File: src/rtl/cpu_types_pkg.sv
// Shared CPU type definitions.
// Provides: word_t, opcode_t, regbits_t, the HALT opcode constant,
// pcsrc_t (next-PC source select, shared with control_unit) and
// fetch_state_t (fetch stage state encoding).
package cpu_types_pkg;

  localparam int WORD_W   = 32;
  localparam int OPCODE_W = 6;
  localparam int REG_W    = 5;

  typedef logic [WORD_W-1:0]   word_t;
  typedef logic [OPCODE_W-1:0] opcode_t;
  typedef logic [REG_W-1:0]    regbits_t;

  localparam opcode_t HALT = 6'b111111;

  typedef enum logic [1:0] {
    PC_SEQ = 2'b00,
    PC_JR  = 2'b01,
    PC_BR  = 2'b10,
    PC_JMP = 2'b11
  } pcsrc_t;

  typedef enum logic [1:0] {
    FETCH  = 2'b00,
    DRAIN  = 2'b01,
    HALTED = 2'b10
  } fetch_state_t;

  // Sign-extended, word-scaled branch offset.
  function automatic word_t branch_offset(input logic [15:0] imm);
    return {{14{imm[15]}}, imm, 2'b00};
  endfunction

endpackage

File: src/rtl/npc_calc.sv
// Redirect resolution: decides whether the resolving instruction takes a
// control transfer and computes its target. Purely combinational.
// Ports:
//   en      - resolving instruction present
//   pcsrc   - next-PC source (seq / JR / branch / J,JAL)
//   branch  - 1 = BEQ sense, 0 = BNE sense
//   zero    - ALU zero flag
//   npc     - PC+4 of the resolving instruction
//   imm     - branch offset field
//   jaddr   - jump index field
//   rsdata  - rs value for JR
//   taken   - redirect taken
//   target  - redirect target address
module npc_calc
  import cpu_types_pkg::*;
(
  input  logic        en,
  input  pcsrc_t      pcsrc,
  input  logic        branch,
  input  logic        zero,
  input  word_t       npc,
  input  logic [15:0] imm,
  input  logic [25:0] jaddr,
  input  word_t       rsdata,
  output logic        taken,
  output word_t       target
);

  always_comb begin
    taken  = 1'b0;
    target = npc;
    case (pcsrc)
      PC_JR: begin
        taken  = en;
        // JR targets are passed through unaligned on purpose.
        target = rsdata;
      end
      PC_BR: begin
        // BEQ takes on zero, BNE takes on non-zero: taken when sense matches flag.
        taken  = en && (branch == zero);
        target = npc + branch_offset(imm);
      end
      PC_JMP: begin
        taken  = en;
        target = {npc[31:28], jaddr, 2'b00};
      end
      default: begin
        taken  = 1'b0;
        target = npc;
      end
    endcase
  end

endmodule

File: src/rtl/fetch_unit.sv
// Instruction fetch stage.
// Owns the PC, drives the instruction-memory request and holds one fetched
// instruction (with its PC+4) for decode. Applies redirects resolved
// downstream and stops fetching once a HALT has been handed to decode.
// Ports:
//   CLK, nRST                 - clock, async active-low reset
//   ihit, iload               - instruction memory response
//   iREN, iaddr               - instruction memory request (iaddr = pc)
//   id_valid, id_ready        - output buffer handshake with decode
//   id_instr, id_npc          - buffered instruction and its PC+4
//   res_*                     - redirect resolution from decode/execute
//   halted                    - HALT consumed, fetch stopped
module fetch_unit
  import cpu_types_pkg::*;
#(
  parameter word_t PC_INIT = 32'h0000_0000
) (
  input  logic        CLK,
  input  logic        nRST,
  input  logic        ihit,
  input  logic [31:0] iload,
  output logic        iREN,
  output logic [31:0] iaddr,
  output logic        id_valid,
  input  logic        id_ready,
  output logic [31:0] id_instr,
  output logic [31:0] id_npc,
  input  logic        res_en,
  input  logic [1:0]  res_pcsrc,
  input  logic        res_branch,
  input  logic        res_zero,
  input  logic [31:0] res_npc,
  input  logic [15:0] res_imm,
  input  logic [25:0] res_jaddr,
  input  logic [31:0] res_rsdata,
  output logic        halted
);

  fetch_state_t state_reg;
  word_t        pc_reg;
  logic         id_valid_reg;
  word_t        id_instr_reg;
  word_t        id_npc_reg;
  logic         halted_reg;

  logic         redirect_taken;
  word_t        redirect_target;
  word_t        pc_plus4;

  npc_calc u_npc_calc (
    .en     (res_en),
    .pcsrc  (pcsrc_t'(res_pcsrc)),
    .branch (res_branch),
    .zero   (res_zero),
    .npc    (res_npc),
    .imm    (res_imm),
    .jaddr  (res_jaddr),
    .rsdata (res_rsdata),
    .taken  (redirect_taken),
    .target (redirect_target)
  );

  assign pc_plus4 = pc_reg + 32'd4;

  // Request only when there is room in the buffer (or it drains this cycle).
  assign iREN     = (state_reg == FETCH) && (!id_valid_reg || id_ready);
  assign iaddr    = pc_reg;
  assign id_valid = id_valid_reg;
  assign id_instr = id_instr_reg;
  assign id_npc   = id_npc_reg;
  assign halted   = halted_reg;

  always_ff @(posedge CLK or negedge nRST) begin
    if (!nRST) begin
      state_reg    <= FETCH;
      pc_reg       <= PC_INIT;
      id_valid_reg <= 1'b0;
      id_instr_reg <= '0;
      id_npc_reg   <= '0;
      halted_reg   <= 1'b0;
    end else begin
      case (state_reg)
        HALTED: begin
          // Terminal: everything holds until reset.
        end
        default: begin
          if (redirect_taken) begin
            // Redirect wins over any coincident fetch and cancels a
            // wrong-path HALT waiting in the buffer.
            pc_reg       <= redirect_target;
            id_valid_reg <= 1'b0;
            state_reg    <= FETCH;
          end else if (iREN && ihit) begin
            id_instr_reg <= iload;
            id_npc_reg   <= pc_plus4;
            id_valid_reg <= 1'b1;
            pc_reg       <= pc_plus4;
            if (opcode_t'(iload[31:26]) == HALT) begin
              state_reg <= DRAIN;
            end
          end else if (id_ready && id_valid_reg) begin
            id_valid_reg <= 1'b0;
            if (state_reg == DRAIN) begin
              state_reg  <= HALTED;
              halted_reg <= 1'b1;
            end
          end
        end
      endcase
    end
  end

endmodule

File: config.mk
export PLATFORM = sky130hd
export DESIGN_NAME = fetch_unit
export DESIGN_NICKNAME = d
export VERILOG_FILES = /design/src/rtl/cpu_types_pkg.sv /design/src/rtl/npc_calc.sv /design/src/rtl/fetch_unit.sv
export SDC_FILE = /design/constraint.sdc
export NUM_CORES = 1
export LEC_CHECK = 0
export CORE_MARGIN = 3
export CORE_UTILIZATION = 47
export CTS_CLUSTER_DIAMETER = 100
export DETAILED_ROUTE_END_ITERATION = 6
export PLACE_DENSITY = 0.88
export SLEW_MARGIN = 10
export SYNTH_ARGS = -nofsm -noshare
export SYNTH_HDL_FRONTEND = slang
export SYNTH_HIERARCHICAL = 1
export SYNTH_SLANG_ARGS = --single-unit
File: constraint.sdc
create_clock -name CLK -period 2.8 [get_ports CLK]
set_clock_uncertainty 0.1 [all_clocks]
set_input_delay 0.28 -clock CLK [delete_from_list [all_inputs] [get_ports CLK]]
set_output_delay 0.28 -clock CLK [all_outputs]
set_load 0.1 [all_outputs]
==> results of run 1 <==
path summary, 6_finish.rpt:
path	slack (ps)	cells after the start	startpoint	to
worst max-delay path	-90	13	res_npc[16]	iaddr[26]
worst min-delay path	340	2	nRST	id_instr[9]
worst max register to register	570	6	iaddr[2]	iaddr[20]
worst min register to register	390	2	id_npc[6]	id_npc[6]
max in group asynchronous	1550	3	nRST	id_npc[16]
min in group CLK	340	4	res_npc[3]	iaddr[3]
layout make-up:
cell class,instances,area share (%)
multi-input combinational,580,44.88
inverter,13,0.4381
antenna,1,0.02247
tap,184,2.067
sequential,100,22.47
clock inverter,5,0.6066
timing repair buffer,359,27.34
clock buffer,11,2.179
power by group through the flow:
stage          clock [mW]  combinational [mW]  sequential [mW]
6_report             1.30                5.64             2.26
5_1_grt              1.37                5.85             2.32
4_1_cts              1.32                5.53             2.25
3_5_place_dp            0                5.41             2.27
3_3_place_gp            0                5.36             2.24
2_1_floorplan           0                1.23             4.98
worst register-to-register path, delay by kind of cell (launching register included):
kind                       cells  cell delay [ps]
DFF                            1              490
and+or+nand+nor                4             1140
AOI/OAI and AO/OA              1              120
adders and majority gates      1              290
cells in the mapped netlist (4+ instances only):
| library cell | count | area (sq um) |
|---|---|---|
| a211oi_1 | 4 | 30.03 |
| a21o_1 | 21 | 157.7 |
| a21oi_1 | 44 | 220.2 |
| a221o_1 | 4 | 40.04 |
| a22oi_1 | 5 | 37.54 |
| a31oi_1 | 6 | 37.54 |
| and3_1 | 18 | 112.6 |
| and4_1 | 5 | 43.79 |
| buf_1 | 4 | 15.01 |
| buf_2 | 10 | 50.05 |
| clkbuf_1 | 29 | 108.9 |
| dfrtp_1 | 100 | 2502 |
| ha_1 | 30 | 375.4 |
| inv_1 | 13 | 48.80 |
| mux2_1 | 35 | 394.1 |
| mux2_2 | 5 | 56.30 |
| mux4_2 | 25 | 563.0 |
| nand2_1 | 70 | 262.8 |
| nand2b_1 | 6 | 37.54 |
| nand3_1 | 23 | 115.1 |
| nand4_1 | 16 | 100.1 |
| nor2_1 | 34 | 127.6 |
| nor2b_1 | 5 | 31.28 |
| nor3_1 | 17 | 85.08 |
| o211ai_1 | 4 | 30.03 |
| o21a_1 | 4 | 30.03 |
| o21ai_0 | 39 | 195.2 |
| o21ai_1 | 35 | 175.2 |
| o311ai_1 | 4 | 35.03 |
| xnor2_1 | 33 | 289.0 |
| xor2_1 | 23 | 201.4 |
metal layers:
layer  wire length [um]  vias to the layer above
met2              12730                      404
met3               2023                       71
met5                  0                        -
li1                   -                     3404
met4                879                        0
met1              10240                     3582
metrics by stage:
| step | power [mW] | util, % | setup slack (ps) | cells | hold WS, ps |
|---|---|---|---|---|---|
| floorplan | 6.207 | - | -211.0 | 741 | -115.6 |
| global placement | 7.606 | 69.29 | -847.4 | 1220 | 196.4 |
| detailed placement | 7.685 | 69.29 | -888.0 | 1220 | 191.0 |
| CTS | 9.102 | 74.32 | -109.5 | 1251 | 335.0 |
| global route | 9.554 | 75.49 | -201.7 | 1253 | 355.8 |
| finish | 9.207 | 75.49 | -93.53 | 1253 | 340.2 |
layout by cell type, fill, tap and decap left out, types with 6 or more instances in the layout:
cell,netlist,routed
buf_4,2,207
clkbuf_2,1,7
xnor2_1,33,31
xor2_1,23,23
and3_1,18,17
o21ai_2,1,8
clkdlybuf4s50_1,0,107
nand2_1,70,67
dlygate4sd2_1,0,15
nand3_1,23,23
ha_4,0,22
o21ai_0,39,34
buf_2,10,6
mux4_2,25,25
ha_1,30,8
o21ai_1,35,33
mux2_1,35,35
a21oi_1,44,28
clkbuf_16,0,9
inv_1,13,13
nor2_1,34,33
dfrtp_1,100,100
a21o_1,21,21
nand4_1,16,16
a21oi_2,3,16
nor3_1,17,14
cells by family (layout without fill, tap and decap cells):
group / after synthesis / after routing
AO/OA/AOI/OAI: 209 / 209
XOR/XNOR: 56 / 56
adder cells (fa/ha/maj): 31 / 31
buffers and inverters: 61 / 388
flip-flops: 100 / 100
multiplexers: 67 / 67
other: 0 / 1
AND/OR/NAND/NOR: 217 / 217
repair_timing:
item,in CTS,in global routing
pin swaps,42,40
hold buffers,1,0
gates cloned,0,0
gates resized for setup,116,56
buffers inserted,14,4
hold endpoints to repair,41,0
endpoints found under the setup margin,18,15
==> impl_metrics.py, run 1 <==
metrics = {
    "floorplan": {
        "ios": 246,
        "dieWidth_um": 129.6,
        "core_area_sq_mm": 0.01475,
        "die_h_um": 129.6,
        "die_area_sq_mm": 0.01680,
        "initial_core_util_pct": 48.69,
        "num_rows": 44,
    },
    "pwr": {
        "power_density_mw_per_mm2": 826.6,
        "p_leak_nw": 4.816,
        "p_int_mw": 4.095,
        "pwr-share-comb_pct": 61.2,
        "clkPwrFrac_pct": 14.2,
        "p_switching_mw": 5.113,
        "ir_drop_v": 0.0006050,
        "p_sw_share_pct": 55.53,
        "seq_power_share_pct": 24.6,
    },
    "sta": {
        "rsz0062_at_grt": "yes",
        "tns_ps": -272.8,
        "finalSetupViolCount": 5,
        "finalHoldViolCount": 0,
        "worst_pin_slew_ps": 538.7,
        "fmax_ghz": 0.3456,
        "fin_crit_sh_pct": 103.3,
        "maxSlewHeadroom_pct": 64.09,
        "finalMaxSlewViolations": 0,
        "fin_crit_ps": 2894,
        "fin_ws_ps": -93.53,
    },
    "synth": {
        "synth_nets": 919,
        "synth_flop_cell": "dfrtp_1",
        "ys_types": 76,
        "ys_seq_area_share_pct": 34.84,
        "synth_xor_area_share_pct": 6.828,
        "async_flop_share_pct": 100.0,
        "synth_fa_ha_area_share_pct": 5.504,
        "synth-compound-area-share_pct": 19.32,
        "synthSimpleGateAreaFrac_pct": 15.43,
        "synth_cells": 741,
        "syn-cell-area_sq_mm": 0.007183,
        "synth_mux_area_share_pct": 14.39,
        "syn_area_per_cell_sq_um": 9.694,
        "ys_ff_latch": 100,
        "synth_top_family_by_area": "compound AO/OA/AOI/OAI gates",
        "synth_edf_count": 0,
        "yosysWarnings": 6,
    },
    "global_route": {
        "grt.met1_usage_pct": 38.35,
        "grt.total_usage_pct": 29.15,
        "grt_max_degree": 88,
        "antenna_found_initial": 1,
        "busiest_layer": "met2",
        "grt_util_met3_pct": 3.380,
        "gr-total-overflow": 0,
        "grt_pass1_vias": 7368,
        "use_met2_pct": 49.89,
        "grt_pass1_wl_mm": 38.87,
    },
    "route": {
        "drt_iter0_markers": 486,
        "drc_errors": 0,
        "wirelength_mm": 25.88,
        "postRouteAntennaNets": 0,
        "num_vias": 7461,
        "vias_per_cell": 5.955,
        "firstDrtPassIters": 5,
        "wl_per_cell_um": 20.66,
    },
    "setup_path": {
        "criticalPathCategory": "in2reg",
        "arrival_ps": 3020,
        "slowest_delay_ps": 490,
        "critPathRequiredTime_ps": 2930,
        "crit_top_cell": "a21o_1",
        "worst_setup_path_start_kind": "input port",
        "worst_setup_path_end_kind": "flip-flop",
        "cpLargestDelayFamily": "compound AO/OA/AOI/OAI gates",
        "path_buf_inv": 2,
        "crit_slowest_cell": "mux4_2",
        "crit_fanout": 3,
        "crit_chain": "dlygate4sd2_1, ha_4, buf_4, a21o_1, a21o_1, a211oi_2, o41ai_4, a21o_1, a21o_4, xor2_1, mux4_2, nand3_1, nand3_1",
    },
    "cells_and_area": {
        "fillCellCount": 1006,
        "multi_input_comb_area_sq_mm": 0.004999,
        "area_growth_pct": 55.06,
        "layout-drive-gt1-share_pct": 34.36,
        "final_area_sq_mm": 0.01114,
        "nets": 1241,
        "seq_area_sq_mm": 0.002502,
    },
    "place": {
        "io_buffers": 245,
        "place_hpwl_mm": 18.13,
        "gp_congestion": 0.9383,
        "placedInstanceArea_sq_mm": 0.01022,
    },
    "clock_network": {
        "path_clk_slew_ps": 70,
        "insertion_delay_ps": 350,
        "htreeDepth": 3,
        "clockRootBuffer": "clkbuf_16",
        "cts_tree": "done",
        "cts_buffer_depth": 2,
        "clkSinkCount": 100,
        "cts_buffers": 9,
    },
    "status": {
        "status": "finished, violations left",
        "failed_checks": "setup timing",
    },
    "min_path": {
        "holdCritPathClass": "in2async",
    },
    "flow_run": {
        "maxCapViolations": 0,
    },
}
Power figures use the tool's default switching activity.
==> inputs of run 2 (changes only) <==
CORE_UTILIZATION = 50   (was 47)
PLACE_DENSITY = 0.93   (was 0.88)
REMOVE_ABC_BUFFERS = 1   (was unset)
clock period = 3.73 ns   (was 2.8 ns; I/O delays follow)
==> run 2 against run 1 <==
Routed wire length shrank 14%. Sequential cell count stayed put. Largest power group unchanged. Global-route usage down 1.0 points. Sequential power fell by 25%. Core utilization is 2.2 points lower. The run now ends clean. Die area shrank 5.7%. Non-clock buffer count down 77. Cell area is 7.9% lower. Hold slack got worse by 280 ps. Critical path depth rose by 1. Worst setup slack improved by 330 ps. Sequential share of layout area grew 1.9 points.
==> impl_metrics.py, run 2 (synthesis gave the netlist of run 1 again) <==
metrics = {
    "status": {
        "status": "completed",
    },
    "setup_path": {
        "worst-path-stages": 14,
        "reg2regPathDepth": 6,
        "criticalPathCategory": "in2reg",
        "critPathRequiredTime_ps": 3850,
        "crit_chain": "clkdlybuf4s50_1, ha_1, fa_1, a211oi_2, o211ai_2, a21oi_2, o41ai_2, a21o_1, a21o_2, a31oi_1, xor2_1, o21ai_1, o22ai_1, a21oi_1",
        "path_buf_inv": 1,
        "crit_fanout": 3,
        "r2r-start": "iaddr[2]",
        "worst_setup_path_start_kind": "input port",
        "worst_setup_path_end_kind": "flip-flop",
        "rrSetupSlack_ps": 1250,
        "cpLargestDelayFamily": "compound AO/OA/AOI/OAI gates",
        "crit_slowest_cell": "clkdlybuf4s50_1",
        "startpoint": "res_npc[2]",
        "r2r-end": "iaddr[30]",
        "endpoint": "iaddr[28]",
        "arrival_ps": 3610,
        "slowest_delay_ps": 440,
    },
    "clock_network": {
        "insertion_delay_ps": 340,
        "path_clk_slew_ps": 70,
        "cts_tree": "done",
        "cts_buffers": 9,
        "htreeDepth": 3,
        "cts_resized": 0,
        "postCtsSetupRepairBufs": 0,
        "cts_buffer_depth": 2,
        "clockRootBuffer": "clkbuf_16",
        "clkSinkCount": 100,
        "cts_hold_buf": 0,
    },
    "route": {
        "firstDrtPassIters": 5,
        "wl_per_cell_um": 19.11,
        "drc_errors": 0,
        "postRouteAntennaNets": 0,
        "wirelength_mm": 22.38,
        "num_vias": 7060,
        "drt_iter0_markers": 506,
        "vias_per_cell": 6.029,
    },
    "floorplan": {
        "die_h_um": 125.9,
        "dieWidth_um": 125.9,
        "die_area_sq_mm": 0.01584,
        "ios": 246,
        "initial_core_util_pct": 51.35,
        "num_rows": 43,
        "core_area_sq_mm": 0.01399,
    },
    "flow_run": {
        "maxCapViolations": 0,
    },
    "place": {
        "placedInstanceArea_sq_mm": 0.009936,
        "place_hpwl_mm": 17.65,
        "gp_congestion": 0.9810,
        "io_buffers": 245,
        "dp_cells": 1155,
    },
    "sta": {
        "rsz0062_at_grt": "no",
        "finalSetupViolCount": 0,
        "finalMaxSlewViolations": 0,
        "finalHoldViolCount": 0,
        "fin_crit_ps": 3496,
        "maxSlewHeadroom_pct": 30.40,
        "fin_crit_sh_pct": 93.73,
        "worst_pin_slew_ps": 1041,
        "fmax_ghz": 0.2860,
    },
    "cells_and_area": {
        "final_area_sq_mm": 0.01025,
        "insertedDiodeCount": 0,
        "layout-drive-gt1-share_pct": 11.40,
        "nets": 1164,
        "final_common_cell": "clkdlybuf4s50_1",
        "final_cells": 1171,
        "postLayoutCoreUtil_pct": 73.31,
        "most-common-layout-cells": "clkdlybuf4s50_1, dfrtp_1, nand2_1, a21oi_1, o21ai_0",
        "area_growth_pct": 42.76,
    },
    "global_route": {
        "gr-total-overflow": 0,
        "grt_max_degree": 75,
        "grt_pass1_vias": 7083,
        "antenna_found_initial": 0,
        "grt.total_usage_pct": 28.12,
        "grt_pass1_wl_mm": 36.60,
    },
    "pwr": {
        "ir_drop_v": 0.0003625,
        "p_leak_nw": 4.206,
        "power_density_mw_per_mm2": 660.7,
        "power.total_mw": 6.775,
    },
    "min_path": {
        "holdCritPathClass": "in2async",
    },
}
## run 2: cell count changes in the layout (fill, tap and decap cells not counted), sizes merged
cell,before,now
buf,223,40
bufinv,1,2
clkbuf,18,12
clkdlybuf4s15,3,0
clkdlybuf4s50,107,242
clkinvlp,0,1
diode,1,0
dlygate4sd2,15,0
dlygate4sd3,1,0
dlymetal6s2s,3,0
inv,16,13
## run 2: routing by layer
layer	global-route usage (%)	up-vias	share of wire, %
met5	0	-	0
met4	11.99	0	4.2
met3	5.640	64	8.3
met2	46.85	370	49
met1	35.83	3365	39
li1	-	3261	-
## run 2: worst min-delay path by stage
stage | to | slack, ps | depth (start not counted)
6_report | id_instr[10] | 60 | 1
5_1_grt | id_instr[10] | 140 | 1
4_1_cts | id_instr[10] | 110 | 1
2_1_floorplan | halted | -20 | 0
3_3_place_gp | halted | 360 | 1
3_5_place_dp | halted | 370 | 1
## run 2: final cells by class
| class | instances | area, sq um |
|---|---|---|
| inverter | 13 | 48.80 |
| fill | 1021 | 3734 |
| multi-input combinational | 580 | 4427 |
| clock inverter | 4 | 72.57 |
| tap | 180 | 225.2 |
| sequential | 100 | 2502 |
| timing repair buffer | 282 | 2733 |
| clock buffer | 12 | 246.5 |
## run 2: power breakdown
group / internal [mW] / total (mW) / switching, mW
clock network: 0.606 / 0.996 / 0.391
logic: 1.11 / 4.09 / 2.98
registers: 1.38 / 1.69 / 0.314
## run 2: worst reg2reg max path: stages (launching register included)
cell	delay [ps]
dfrtp_1	480
ha_1	310
and3_1	390
nand2_1	230
nor4_2	520
a31oi_1	150
o22a_1	200
## run 2: metrics by stage
step                      setup TNS [ps]  hold slack (ps)  setup WS [ps]
after floorplan                   -241.9           -22.59         -98.46
after global placement                 0            356.3          58.23
after detailed placement          -194.2            374.6         -90.61
after CTS                              0            107.8          258.9
after global routing                   0            139.2          59.61
final                                  0            63.88          233.9
==> inputs of run 3 (changes only) <==
GPL_ROUTABILITY_DRIVEN = 0   (was unset)
RECOVER_POWER = 50   (was unset)
==> run 3 against run 2 <==
Cell area is 0.29% lower. Total power is 1.8% lower. Cell count is 0.17% lower. Core utilization is 0.21 points lower. Sequential share of layout area is 0.072 points higher. Hold slack better by 320 ps.
==> impl_metrics.py, run 3 (synthesis gave the netlist of run 1 again) <==
metrics = {
    "floorplan": {
        "num_rows": 43,
        "ios": 246,
        "dieWidth_um": 125.9,
        "die_h_um": 125.9,
        "core_area_sq_mm": 0.01399,
        "initial_core_util_pct": 51.35,
        "die_area_sq_mm": 0.01584,
    },
    "setup_path": {
        "crit_fanout": 3,
        "worst_setup_path_end_kind": "flip-flop",
        "arrival_ps": 3590,
        "criticalPathCategory": "in2reg",
        "worst_setup_path_start_kind": "input port",
        "critPathRequiredTime_ps": 3850,
    },
    "global_route": {
        "use_met2_pct": 48.08,
        "grt_util_met3_pct": 4.835,
        "grt.met1_usage_pct": 35.58,
        "grt.total_usage_pct": 28.16,
        "busiest_layer": "met2",
        "gr-total-overflow": 0,
        "grt_max_degree": 71,
        "antenna_found_initial": 0,
        "grt_pass1_wl_mm": 36.37,
        "grt_pass1_vias": 6954,
    },
    "cells_and_area": {
        "most-common-layout-cells": "clkdlybuf4s50_1, dfrtp_1, nand2_1, dlygate4sd3_1, a21oi_1",
        "nets": 1164,
        "insertedDiodeCount": 0,
        "final_common_cell": "clkdlybuf4s50_1",
        "layout-drive-gt1-share_pct": 10.82,
        "area_growth_pct": 42.34,
        "fillCellCount": 1023,
    },
    "sta": {
        "rsz0062_at_grt": "no",
        "fmax_ghz": 0.2882,
        "finalMaxSlewViolations": 0,
        "finalHoldViolCount": 0,
        "fin_crit_ps": 3469,
        "worst_pin_slew_ps": 1329,
        "maxSlewHeadroom_pct": 11.38,
        "hold_ws_ps": 381.0,
        "finalSetupViolCount": 0,
        "fin_crit_sh_pct": 93.01,
    },
    "route": {
        "drc_errors": 0,
        "drt_iter0_markers": 655,
        "wl_per_cell_um": 19.36,
        "num_vias": 7154,
        "wirelength_mm": 22.64,
        "postRouteAntennaNets": 0,
        "firstDrtPassIters": 5,
        "vias_per_cell": 6.120,
    },
    "pwr": {
        "power_density_mw_per_mm2": 650.4,
        "p_int_mw": 2.982,
        "p_sw_share_pct": 55.16,
        "clkPwrFrac_pct": 13.9,
        "pwr-share-comb_pct": 60.9,
        "power.total_mw": 6.650,
        "ir_drop_v": 0.0003433,
        "p_leak_nw": 4.217,
        "p_switching_mw": 3.668,
        "seq_power_share_pct": 25.2,
    },
    "clock_network": {
        "clkSinkCount": 100,
        "cts_tree": "done",
        "postCtsSetupRepairBufs": 0,
        "cts_resized": 0,
        "cts_buffer_depth": 2,
        "insertion_delay_ps": 340,
        "cts_buffers": 9,
        "clockRootBuffer": "clkbuf_16",
        "htreeDepth": 3,
        "path_clk_slew_ps": 70,
    },
    "status": {
        "status": "completed",
    },
    "min_path": {
        "holdCritPathClass": "reg2reg",
    },
    "place": {
        "io_buffers": 245,
        "place_hpwl_mm": 17.79,
    },
    "flow_run": {
        "maxCapViolations": 0,
    },
}
==> run 3: cell types whose count changed in the layout (fill, tap and decap cells not counted), sizes merged <==
cell,change
buf,-6
bufinv,-1
clkbuf,+5
clkdlybuf4s50,-47
clkinvlp,-1
dlygate4sd3,+48
==> run 3: critical path, cell delays in order <==
cell	delay, ps
clkdlybuf4s50_1	450
ha_1	300
a21o_1	140
nand4_1	200
a211oi_2	280
o21ai_1	130
a31o_2	250
o311a_4	380
o21ai_2	140
xor2_1	70
mux4_2	440
and3_1	170
a21oi_1	130
o311ai_1	120
==> run 3: per-stage QoR <==
step	utilization, %	std cells	TNS (ps)	instance area (sq um)	setup slack (ps)
after floorplan	-	693	-241.9	6967	-98.46
after global placement	71.06	1154	0	9941	63.28
after detailed placement	71.06	1154	-110.3	9941	-44.01
after CTS	73.22	1169	0	10240	305.6
after global routing	73.09	1169	0	10220	59.59
final	73.09	1169	0	10220	260.8
==> run 3: final cells by class <==
| type | instances | area (sq um) | share of cell area (%) |
|---|---|---|---|
| multi-input cells | 580 | 4427 | 43.29 |
| flip-flops and latches | 100 | 2502 | 24.47 |
| clock inverters | 2 | 35.03 | 0.3426 |
| well taps | 180 | 225.2 | 2.203 |
| inverters | 13 | 48.80 | 0.4772 |
| clock buffers | 12 | 256.5 | 2.509 |
| repair buffers | 282 | 2730 | 26.70 |
==> run 3: final timing paths <==
check	startpoint	end	slack (ps)	cells after the start
worst max-delay path	res_npc[3]	iaddr[25]	260	14
worst min-delay path	id_npc[5]	id_npc[5]	380	2
worst max register to register	iaddr[2]	iaddr[30]	1280	6
worst min register to register	id_npc[5]	id_npc[5]	380	2
max in group asynchronous	nRST	id_npc[25]	900	3
min in group asynchronous	nRST	id_instr[1]	790	2
==> run 3: timing repair <==
| action | 4_1_cts | 5_1_grt |
|---|---|---|
| endpoints found under the setup margin | 0 | 0 |
| hold buffers | 1 | 0 |
| endpoints found under the hold margin | 49 | 0 |
==> run 3: per-layer routing <==
layer  vias to the layer above  routed length, um  share of wire [%]
met2                       395              11050                 49
met3                        81               1829                8.1
met4                         0               1036                4.6
met5                         -                  0                  0
met1                      3425               8722                 39
li1                       3253                  -                  -
==> run 3: power by group through the flow <==
stage	Clock (mW)	Sequential (mW)	Combinational, mW
finish	0.927	1.68	4.05
global route	0.984	1.72	4.19
CTS	0.940	1.68	4.10
detailed placement	0	1.69	4.09
global placement	0	1.67	4.03
floorplan	0	3.80	0.810
